File: src/rtl/reg_bank16_if.sv
// Write and clear handshake bundle for the 16-entry register bank.
// The master drives requests; the slave (the bank) returns status pulses.
interface reg_bank16_if;
  logic        iWe;
  logic [3:0]  iWaddr;
  logic [31:0] iWdata;
  logic [3:0]  iBe;
  logic        iClrReq;
  logic        oBusy;
  logic        oClrDone;
  logic        oWrErr;

  modport master (
    output iWe, iWaddr, iWdata, iBe, iClrReq,
    input  oBusy, oClrDone, oWrErr
  );

  modport slave (
    input  iWe, iWaddr, iWdata, iBe, iClrReq,
    output oBusy, oClrDone, oWrErr
  );
endinterface

File: src/rtl/reg_bank16.sv
// 16 x 32-bit register bank with byte-masked writes and a
// sequential clear that zeroes one entry per cycle.
module reg_bank16 (
  input  logic        clk,
  input  logic        rst,
  reg_bank16_if.slave bus,
  output logic [31:0] oData1,
  output logic [31:0] oData2,
  output logic [31:0] oData3,
  output logic [31:0] oData4,
  output logic [31:0] oData5,
  output logic [31:0] oData6,
  output logic [31:0] oData7,
  output logic [31:0] oData8,
  output logic [31:0] oData9,
  output logic [31:0] oData10,
  output logic [31:0] oData11,
  output logic [31:0] oData12,
  output logic [31:0] oData13,
  output logic [31:0] oData14,
  output logic [31:0] oData15,
  output logic [31:0] oData16
);

  typedef enum logic [1:0] {
    IDLE  = 2'd0,
    CLEAR = 2'd1,
    DONE  = 2'd2
  } state_t;

  state_t      r_state;
  logic [3:0]  r_ptr;
  logic        r_busy;
  logic        r_done;
  logic        r_err;
  logic [31:0] r_mem [16];

  always_ff @(posedge clk) begin
    if (rst) begin
      r_state <= IDLE;
      r_ptr   <= 4'd0;
      r_busy  <= 1'b0;
      r_done  <= 1'b0;
      r_err   <= 1'b0;
      for (int i = 0; i < 16; i++)
        r_mem[i] <= 32'd0;
    end else begin
      r_done <= 1'b0;
      r_err  <= 1'b0;
      unique case (r_state)
        IDLE: begin
          if (bus.iClrReq) begin
            r_state <= CLEAR;
            r_ptr   <= 4'd0;
            r_busy  <= 1'b1;
            r_err   <= bus.iWe;
          end else if (bus.iWe) begin
            for (int k = 0; k < 4; k++)
              if (bus.iBe[k])
                r_mem[bus.iWaddr][8*k +: 8]
                  <= bus.iWdata[8*k +: 8];
          end
        end
        CLEAR: begin
          r_mem[r_ptr] <= 32'd0;
          r_ptr        <= r_ptr + 4'd1;
          r_err        <= bus.iWe;
          if (r_ptr == 4'd15) begin
            r_state <= DONE;
            r_busy  <= 1'b0;
          end
        end
        DONE: begin
          // Pulse is registered out of DONE, landing one cycle later.
          r_state <= IDLE;
          r_done  <= 1'b1;
          r_err   <= bus.iWe;
        end
        default: begin
          r_state <= IDLE;
          r_busy  <= 1'b0;
        end
      endcase
    end
  end

  assign bus.oBusy    = r_busy;
  assign bus.oClrDone = r_done;
  assign bus.oWrErr   = r_err;

  assign oData1  = r_mem[0];
  assign oData2  = r_mem[1];
  assign oData3  = r_mem[2];
  assign oData4  = r_mem[3];
  assign oData5  = r_mem[4];
  assign oData6  = r_mem[5];
  assign oData7  = r_mem[6];
  assign oData8  = r_mem[7];
  assign oData9  = r_mem[8];
  assign oData10 = r_mem[9];
  assign oData11 = r_mem[10];
  assign oData12 = r_mem[11];
  assign oData13 = r_mem[12];
  assign oData14 = r_mem[13];
  assign oData15 = r_mem[14];
  assign oData16 = r_mem[15];

endmodule

File: src/flat_wrapper.sv
// flat-port wrapper written by rule: the top's interface ports become plain ports
module reg_bank16_flat 
  (clk, rst, oData1, oData2, oData3, oData4, oData5, oData6, oData7, oData8, oData9, oData10, oData11, oData12, oData13, oData14, oData15, oData16, bus_iWe, bus_iWaddr, bus_iWdata, bus_iBe, bus_iClrReq, bus_oBusy, bus_oClrDone, bus_oWrErr);
  reg_bank16_if bus_i ();
  input  logic clk;
  input  logic rst;
  output logic [31:0] oData1;
  output logic [31:0] oData2;
  output logic [31:0] oData3;
  output logic [31:0] oData4;
  output logic [31:0] oData5;
  output logic [31:0] oData6;
  output logic [31:0] oData7;
  output logic [31:0] oData8;
  output logic [31:0] oData9;
  output logic [31:0] oData10;
  output logic [31:0] oData11;
  output logic [31:0] oData12;
  output logic [31:0] oData13;
  output logic [31:0] oData14;
  output logic [31:0] oData15;
  output logic [31:0] oData16;
  input wire logic [$bits(bus_i.iWe)-1:0] bus_iWe;
  input wire logic [$bits(bus_i.iWaddr)-1:0] bus_iWaddr;
  input wire logic [$bits(bus_i.iWdata)-1:0] bus_iWdata;
  input wire logic [$bits(bus_i.iBe)-1:0] bus_iBe;
  input wire logic [$bits(bus_i.iClrReq)-1:0] bus_iClrReq;
  output wire logic [$bits(bus_i.oBusy)-1:0] bus_oBusy;
  output wire logic [$bits(bus_i.oClrDone)-1:0] bus_oClrDone;
  output wire logic [$bits(bus_i.oWrErr)-1:0] bus_oWrErr;
  assign bus_i.iWe = bus_iWe;
  assign bus_i.iWaddr = bus_iWaddr;
  assign bus_i.iWdata = bus_iWdata;
  assign bus_i.iBe = bus_iBe;
  assign bus_i.iClrReq = bus_iClrReq;
  assign bus_oBusy = bus_i.oBusy;
  assign bus_oClrDone = bus_i.oClrDone;
  assign bus_oWrErr = bus_i.oWrErr;
  reg_bank16 u_core (.clk(clk), .rst(rst), .bus(bus_i), .oData1(oData1), .oData2(oData2), .oData3(oData3), .oData4(oData4), .oData5(oData5), .oData6(oData6), .oData7(oData7), .oData8(oData8), .oData9(oData9), .oData10(oData10), .oData11(oData11), .oData12(oData12), .oData13(oData13), .oData14(oData14), .oData15(oData15), .oData16(oData16));
endmodule
File: config.mk
export PLATFORM = sky130hd
export DESIGN_NAME = reg_bank16_flat
export DESIGN_NICKNAME = d
export VERILOG_FILES = /design/src/rtl/reg_bank16_if.sv /design/src/rtl/reg_bank16.sv /design/src/flat_wrapper.sv
export SDC_FILE = /design/constraint.sdc
export NUM_CORES = 1
export LEC_CHECK = 0
export BUFFER_PORTS_ARGS = -buffer_cell sky130_fd_sc_hd__buf_2
export CAP_MARGIN = 30
export CORE_AREA = 2 2 217 219
export DETAILED_ROUTE_END_ITERATION = 7
export DIE_AREA = 0 0 219 221
export GPL_TIMING_DRIVEN = 1
export MAX_ROUTING_LAYER = met4
export PLACE_DENSITY = 0.72
export SLEW_MARGIN = 10
export SYNTH_ARGS = -nofsm -noshare
export SYNTH_HDL_FRONTEND = slang
export SYNTH_SLANG_ARGS = --single-unit
export TNS_END_PERCENT = 5
File: constraint.sdc
create_clock -name clk -period 2.8 [get_ports clk]
set_input_delay 0.14 -clock clk [delete_from_list [all_inputs] [get_ports clk]]
set_output_delay 0.14 -clock clk [all_outputs]
set_load 0.03 [all_outputs]
==> impl_metrics.ini, run 1 <==
[run_status]
status = finished clean

[routing]
drt_iter0_markers = 1889
vias_per_cell = 5.95
drcViolationCount = 0
routedWlPerCell_um = 25.0
wl_mm = 68.4
num_vias = 16300
first_pass_iters = 6
ant_nets = 0

[synthesis]
synthCells = 1495
ys_top_cells_by_count = 512 x edfxtp_1, 307 x nor3_1, 153 x nor4_1, 106 x buf_2, 97 x nand3_1
yosysTopAreaCellShare_pct = 71.6
synth_area_per_cell_um2 = 14.4
seq_area_frac_synth_pct = 72.5
synthArstFlopShare_pct = 0
synth_area_leaders = edfxtp_1 72%, nor3_1 7.2%, nor4_1 4.5%
yosysUniqueCellTypes = 43
ys_seq_elements = 521
synth_area_um2 = 21500
ys.flop_type = edfxtp_1
synth_edf_count = 512
yosysWarnings = 0
syn_nets = 1546
synth_largest_area_cell = edfxtp_1
yosysMostFrequentCell = edfxtp_1

[worst_setup_path]
cp_max_fo = 66
start_kind = flip-flop
r2r-start = u_core.r_state[1]
crit_type = reg -> reg
worstPathRequired_ps = 3090
critical_path_arrival_ps = 2960
end_kind = flip-flop
cp-startpoint = u_core.r_state[1]

[min_path]
hold_class = in -> reg
hold_start = bus_iWdata[29]

[clock_tree]
htreeDepth = 2
root_buffer = clkbuf_16
clkSlewWorstSetupHoldPaths_ps = 60
numCtsBuffers = 51
cts_tree = done
clk_latency_ps = 590
clockBufferDepth = 3
cts_setup_buffers = 0
cts_sinks = 521

[floorplan]
dieArea_um2 = 48400
num_rows = 79
die_w_um = 219
initial_core_util_pct = 46.6
die_h_um = 221
ioPinCount = 559
coreArea_um2 = 46100

[flow_run]
drv_cap = 0

[timing]
fin_ws_ps = 134
finalCriticalPeriod_ps = 2670
setup_tns_ps = 0
hold_ws_ps = 28.3
finalCritPeriodShare_pct = 95.2
hold_viol = 0
skew_ps = 15.9
tightest_slew_ps = 649
slew_violations = 0
slew_headroom_pct = 55.8
clock.fmax_ghz = 0.375
rsz0062_at_grt = false
setup_viol = 0

[power_and_ir_drop]
powerDensity_nw_per_um2 = 734
leakage_uw = 0.0101
ir_drop_uv = 469

[grt]
grt_max_degree = 71
first_global_vias = 15300
grt_overflow = 0
grt_pass1_wl_mm = 98.3
antenna_found_initial = 7
grt_usage_pct = 28.3

[cells_and_area]
area_growth_syn_to_layout_pct = 26.5
final_layout_size_suffix_gt1_share_pct = 40.9
nets = 2131
fin_cells = 2733
fillers = 3568

[place]
portBuffers = 558
hpwl_mm = 50.0
dp_cells = 2627
gp_congestion = 0.928
dpl_worst_slack_ps = -28.5
==> critical path, stage by stage (launching register included) <==
cell      delay (ps)
dfxtp_1          390
inv_1            110
ha_1             310
nand2b_4         290
buf_4            230
a31oi_4          130
buf_12           200
o31ai_1          410
buf_4            240
==> through the flow <==
stage,power (uW),instance area (um^2),utilization [%]
floorplan,12100,21500,-
global placement,13500,25500,55.3
detailed placement,13500,25500,55.4
CTS,19900,27100,58.8
global route,20500,27100,58.9
finish,19900,27100,58.9
==> per-layer routing <==
layer	share of wire, %	track usage (%)	routed length, um	up-vias
met3	12	8.11	8180	162
met2	47	42.4	32100	1106
met5	0	-	0	-
met4	3.6	11.3	2490	0
li1	-	-	-	7136
met1	37	36.4	25600	7850
==> state kept, by name, indices dropped and copies added, names as in the netlist <==
| register | count |
|---|---|
| u_core.r_ptr | 4 |
| u_core.bus.oBusy | 1 |
| u_core.r_mem | 512 |
| u_core.r_state | 2 |
| u_core.bus.oWrErr | 1 |
| u_core.bus.oClrDone | 1 |
==> cells in the final DEF (no fill, tap or decap), drive strengths merged, types with 2 or more instances in the layout <==
cell / synthesis / routed
nor2b: 4 / 4
and4b: 2 / 2
dlygate4sd3: 0 / 4
buf: 136 / 717
ha: 7 / 7
mux2i: 3 / 3
clkinv: 0 / 27
o31ai: 66 / 66
a31oi: 11 / 11
edfxtp: 512 / 512
a21oi: 6 / 6
nor3: 321 / 321
and4bb: 3 / 3
clkbuf: 53 / 59
nand2: 34 / 34
dfxtp: 9 / 9
nor2: 8 / 8
nand2b: 3 / 3
nor4: 193 / 193
o211ai: 2 / 2
bufinv: 0 / 2
diode: 0 / 8
inv: 8 / 10
nand3: 97 / 97
==> cell families (layout without fill, tap and decap cells) <==
logic type	Yosys count	in the layout	share of synthesized area, %
simple gates	673	673	18.4
flops	521	521	72.5
buf+inv	197	820	4.81
compound gates	93	93	3.77
fa+ha+maj	7	7	0.408
mux	3	3	0.140
xor+xnor	1	1	0.0408
other cells	0	8	0
==> power by group <==
group          internal [uW]  switching (uW)
combinational           1050            3230
clock                   3580            2890
sequential              8990             186
==> path summary, 6_finish.rpt <==
| path | end | slack (ps) | cells after the start |
|---|---|---|---|
| worst max-delay path | u_core.r_mem[6][7] | 130 | 8 |
| worst min-delay path | u_core.r_mem[2][29] | 30 | 3 |
| worst min register to register | u_core.bus.oBusy | 490 | 2 |
| worst max register to register | u_core.r_mem[6][7] | 130 | 8 |
==> final cells by class <==
| type | instances | area, um^2 | area share, % |
|---|---|---|---|
| Timing Repair Buffer | 721 | 4280 | 15.8 |
| Clock inverter | 32 | 226 | 0.834 |
| Antenna cell | 8 | 20.0 | 0.0737 |
| Tap cell | 607 | 759 | 2.80 |
| Sequential cell | 521 | 15600 | 57.3 |
| Inverter | 8 | 31.3 | 0.115 |
| Multi-Input combinational cell | 777 | 4950 | 18.2 |
| Clock buffer | 59 | 1330 | 4.89 |
==> repair_timing <==
action,in CTS,in global routing
resized for setup,1,2
hold buffers,4,0
pin swaps,0,0
endpoints found under the hold margin,9,0
setup endpoints to repair,6,16
Power figures use the tool's default switching activity.
==> run 2, diff against run 1 <==
Settings changed: GPL_ROUTABILITY_DRIVEN set to 0, PLACE_DENSITY 0.72 to 0.8, SKIP_CTS_REPAIR_TIMING set to 1.
==> run 2 against run 1 <==
Net effect: final cell count decreased by 0.95%; die area did not move; combinational power decreased by 2%; flip-flop and latch count unchanged; routed wire length increased by 0.52%; non-clock buffer count down 24; sequential share of layout area is 0.23 points higher; power rose by 1.7%; via count up 1.9%; maximum frequency is 0.53% lower; sequential power about the same.
==> impl_metrics.ini, run 2 (synthesis gave the netlist of run 1 again) <==
[cells_and_area]
final_layout_size_suffix_gt1_share_pct = 40.4
fin_util_pct = 58.7
fillers = 3547
largest_register_ff_count = 512
nets = 2107
reg.largest.list = u_core.r_mem: 512 flops, u_core.r_ptr: 4 flops, u_core.r_state: 2 flops
layout_common_cells = 558 x buf_2, 512 x edfxtp_1, 307 x nor3_1
regMostFlops = u_core.r_mem
area_growth_syn_to_layout_pct = 26.0
final_common_cell = buf_2

[flow_run]
drv_cap = 0

[clock_tree]
htreeDepth = 2
numCtsBuffers = 51
clkSlewWorstSetupHoldPaths_ps = 60
root_buffer = clkbuf_16
cts_sinks = 521
clk_latency_ps = 590
cts_tree = done
clockBufferDepth = 3

[power_and_ir_drop]
leakage_uw = 0.0101
p_int_uw = 13900
clockPowerShare_pct = 34.0
seq_power_share_pct = 45.2
switching_share_pct = 31.3
power_uw = 20300
ir_drop_uv = 491
powerDensity_nw_per_um2 = 749
switchingPower_uw = 6340
combPwrFrac_pct = 20.7

[timing]
skew_ps = 18.6
setup_viol = 0
slew_violations = 0
tightest_slew_ps = 886
finalCriticalPeriod_ps = 2680
fin_ws_ps = 119
rsz0062_at_grt = false
finalCritPeriodShare_pct = 95.7
hold_ws_ps = 46.3
slew_headroom_pct = 40.6
clock.fmax_ghz = 0.373
hold_viol = 0

[worst_setup_path]
worstPathRequired_ps = 3100
reg2reg_slack_ps = 120
start_kind = flip-flop
r2r-end = u_core.r_mem[12][25]
cp_top_family = buffers and inverters
reg2reg_depth = 9
crit_chain = inv_1 -> ha_1 -> buf_4 -> nand2b_4 -> buf_4 -> a31oi_4 -> buf_12 -> o31ai_1 -> buf_4
cp_num_buf_inv = 5
r2r-start = u_core.r_state[1]
critical_path_arrival_ps = 2980
crit_type = reg -> reg
end_kind = flip-flop
crit_slowest_cell = dfxtp_1
cp_common_cell = buf_4
cp_max_fo = 45
slowest_delay_ps = 400

[min_path]
hold_depth = 3
hold_class = in -> reg
hold_start = bus_iWdata[26]
worstHoldEndpoint = u_core.r_mem[2][26]

[place]
portBuffers = 558
hpwl_mm = 48.9
dpl_worst_slack_ps = 80.3

[routing]
routedWlPerCell_um = 25.4
vias_per_cell = 6.12
num_vias = 16600
wl_mm = 68.8
drt_iter0_markers = 2180
drcViolationCount = 0
first_pass_iters = 8
ant_nets = 0

[run_status]
status = finished clean

[grt]
grt_usage_pct = 28.3
grt_overflow = 0
grt_pass1_wl_mm = 99.6
antenna_found_initial = 7
grt_max_degree = 109
first_global_vias = 15600

[floorplan]
dieArea_um2 = 48400
initial_core_util_pct = 46.6
coreArea_um2 = 46100
ioPinCount = 559
num_rows = 79
die_h_um = 221
die_w_um = 219
==> run 2: worst min-delay path: stages <==
cell and delay, ps:
buf_2 150, nand3_1 130, nor3_1 50
==> run 2: cell type report <==
type | instances | area [um^2] | area share [%]
Antenna cell | 6 | 15.0 | 0.0555
Timing Repair Buffer | 697 | 4070 | 15.0
Clock inverter | 32 | 344 | 1.27
Clock buffer | 59 | 1310 | 4.83
Tap cell | 607 | 759 | 2.81
Inverter | 8 | 31.3 | 0.116
Sequential cell | 521 | 15600 | 57.5
Multi-Input combinational cell | 777 | 4960 | 18.4
==> run 2: stage by stage <==
step	setup TNS (ps)	cells	instance area, um^2
after global routing	0	2707	27000
after CTS	0	2696	26900
after floorplan	0	1495	21500
final	0	2707	27000
after detailed placement	0	2605	25300
after global placement	-5230	2603	25200
==> run 2: worst max path at each step <==
| stage | startpoint | end | slack (ps) | depth (start not counted) |
|---|---|---|---|---|
| global placement | u_core.r_state[1] | u_core.r_mem[4][25] | -410 | 5 |
| detailed placement | u_core.r_state[1] | u_core.r_mem[0][27] | 80 | 9 |
| finish | u_core.r_state[1] | u_core.r_mem[12][25] | 120 | 9 |
| CTS | u_core.r_state[1] | u_core.r_mem[0][26] | 60 | 9 |
| global route | u_core.r_state[1] | u_core.r_mem[13][30] | 6 | 9 |
| floorplan | u_core.r_state[1] | u_core.r_mem[7][16] | 330 | 8 |
==> run 2: layer usage <==
metal  routed length [um]  part of all wire [%]  track usage [%]  up-vias
met4                 3270                   4.8             11.5        0
met2                32000                    47             42.8     1304
met5                    0                     0                -        -
met1                24200                    35             36.0     7954
li1                     -                     -                -     7093
met3                 9340                    14             8.27      209
==> run 2: power by group through the flow <==
| stage | registers (uW) | logic [uW] | clock network, uW |
|---|---|---|---|
| 5_1_grt | 9180 | 4390 | 7250 |
| 3_5_place_dp | 9320 | 4060 | 0 |
| 6_report | 9160 | 4200 | 6890 |
| 2_1_floorplan | 10100 | 1970 | 0 |
| 3_3_place_gp | 9310 | 3970 | 0 |
| 4_1_cts | 9160 | 4080 | 6920 |
==> run 3, diff against run 2 <==
Settings changed: RECOVER_POWER set to 100.
==> run 3 against run 2 <==
Net effect: design area shrank 4.2%; die area is the same; first-iteration DRC count grew 3.4%; flip-flop and latch count is the same; register-to-register slack is essentially flat; sequential power is essentially flat; maximum frequency is essentially flat; final cell count is the same.
==> impl_metrics.ini, run 3 (synthesis gave the netlist of run 1 again) <==
[run_status]
status = finished clean

[clock_tree]
root_buffer = clkbuf_16
numCtsBuffers = 51
cts_tree = done
clk_latency_ps = 590
htreeDepth = 2
clkSlewWorstSetupHoldPaths_ps = 60
clockBufferDepth = 3
cts_sinks = 521

[grt]
grt_max_degree = 109
antenna_found_initial = 6
grt_usage_pct = 28.3
grt_pass1_wl_mm = 99.6
grt_overflow = 0
first_global_vias = 15600

[cells_and_area]
largest_register_ff_count = 512
regMostFlops = u_core.r_mem
final_common_cell = clkbuf_1
layout_common_cells = 531 x clkbuf_1, 512 x edfxtp_1, 317 x nor3_1
reg.largest.list = u_core.r_mem: 512 flops, u_core.r_ptr: 4 flops, u_core.r_state: 2 flops
multiInputGateArea_um2 = 4680
nets = 2107
fillers = 3937
seq_area_um2 = 15600
final_layout_size_suffix_gt1_share_pct = 13.3
area_growth_syn_to_layout_pct = 20.6

[routing]
wl_mm = 69.1
first_pass_iters = 6
drt_iter0_markers = 2255
ant_nets = 0
num_vias = 16500
routedWlPerCell_um = 25.5
drcViolationCount = 0
vias_per_cell = 6.11

[power_and_ir_drop]
leakage_uw = 0.00825
powerDensity_nw_per_um2 = 772
ir_drop_uv = 496
power_uw = 20000

[floorplan]
die_h_um = 221
coreArea_um2 = 46100
dieArea_um2 = 48400
die_w_um = 219
num_rows = 79
ioPinCount = 559
initial_core_util_pct = 46.6

[place]
portBuffers = 558
hpwl_mm = 48.9
dpl_worst_slack_ps = 80.3

[worst_setup_path]
cp-startpoint = u_core.r_state[1]
cp_max_fo = 45
crit_type = reg -> reg
cp_num_buf_inv = 5
end_kind = flip-flop
slowest_delay_ps = 400
crit_chain = inv_1 -> ha_1 -> buf_4 -> nand2b_4 -> buf_4 -> a31oi_4 -> buf_12 -> o31ai_1 -> clkbuf_2
cp_top_family = buffers and inverters
r2r-start = u_core.r_state[1]
start_kind = flip-flop
worstPathRequired_ps = 3080
cp_common_cell = buf_4
critical_path_arrival_ps = 2960
crit_slowest_cell = dfxtp_1

[timing]
skew_ps = 20.1
setup_viol = 0
tightest_slew_ps = 908
hold_viol = 0
finalCritPeriodShare_pct = 95.8
setup_tns_ps = 0
slew_violations = 0
finalCriticalPeriod_ps = 2680
fin_ws_ps = 117
clock.fmax_ghz = 0.373
rsz0062_at_grt = false
slew_headroom_pct = 39.1

[flow_run]
drv_cap = 0

[min_path]
hold_class = in -> reg
hold_start = bus_iWdata[4]
==> run 3: cell types whose count changed in the layout (fill, tap and decap cells not counted), sizes merged <==
cell and delta:
clkbuf +590, buf -590
==> run 3: final timing paths <==
kind              cells past startpoint                   to  slack, ps
hold / removal                        3   u_core.r_mem[2][4]         40
setup / recovery                      9  u_core.r_mem[8][27]        120
hold reg to reg                       2     u_core.bus.oBusy        490
setup reg to reg                      9  u_core.r_mem[8][27]        120
==> run 3: final cells by class <==
| class | instances | share of cell area, % |
|---|---|---|
| antenna | 6 | 0.0580 |
| clock buffer | 59 | 5.04 |
| clock inverter | 32 | 1.33 |
| inverter | 8 | 0.121 |
| multi-input combinational | 777 | 18.1 |
| sequential | 521 | 60.1 |
| tap | 607 | 2.93 |
| timing repair buffer | 697 | 12.4 |
==> run 3: worst min-delay path, delay by kind of cell <==
kind	cells	cell delay (ps)
AND/OR/NAND/NOR	2	170
buffers and inverters	1	150
==> run 3: metal layers <==
layer | wire [um] | part of all wire (%) | track usage, % | vias to the layer above
met3 | 9120 | 13 | 8.27 | 207
met1 | 24600 | 36 | 36.0 | 8007
met2 | 32100 | 46 | 42.8 | 1238
met4 | 3360 | 4.9 | 11.5 | 0
li1 | - | - | - | 7096
met5 | 0 | 0 | - | -
==> run 3: metrics by stage <==
stage	cell area (um^2)	hold WS, ps	cells	util, %
floorplan	21500	310	1495	-
global placement	25200	446	2603	54.8
detailed placement	25300	451	2605	54.9
CTS	26900	-165	2696	58.5
global route	25900	29.6	2707	56.2
finish	25900	41.0	2707	56.2
==> run 3: where the power goes <==
group,total (uW),switching (uW),internal [uW]
registers,9170,183,8990
logic,3940,3190,750
clock network,6880,2890,3980
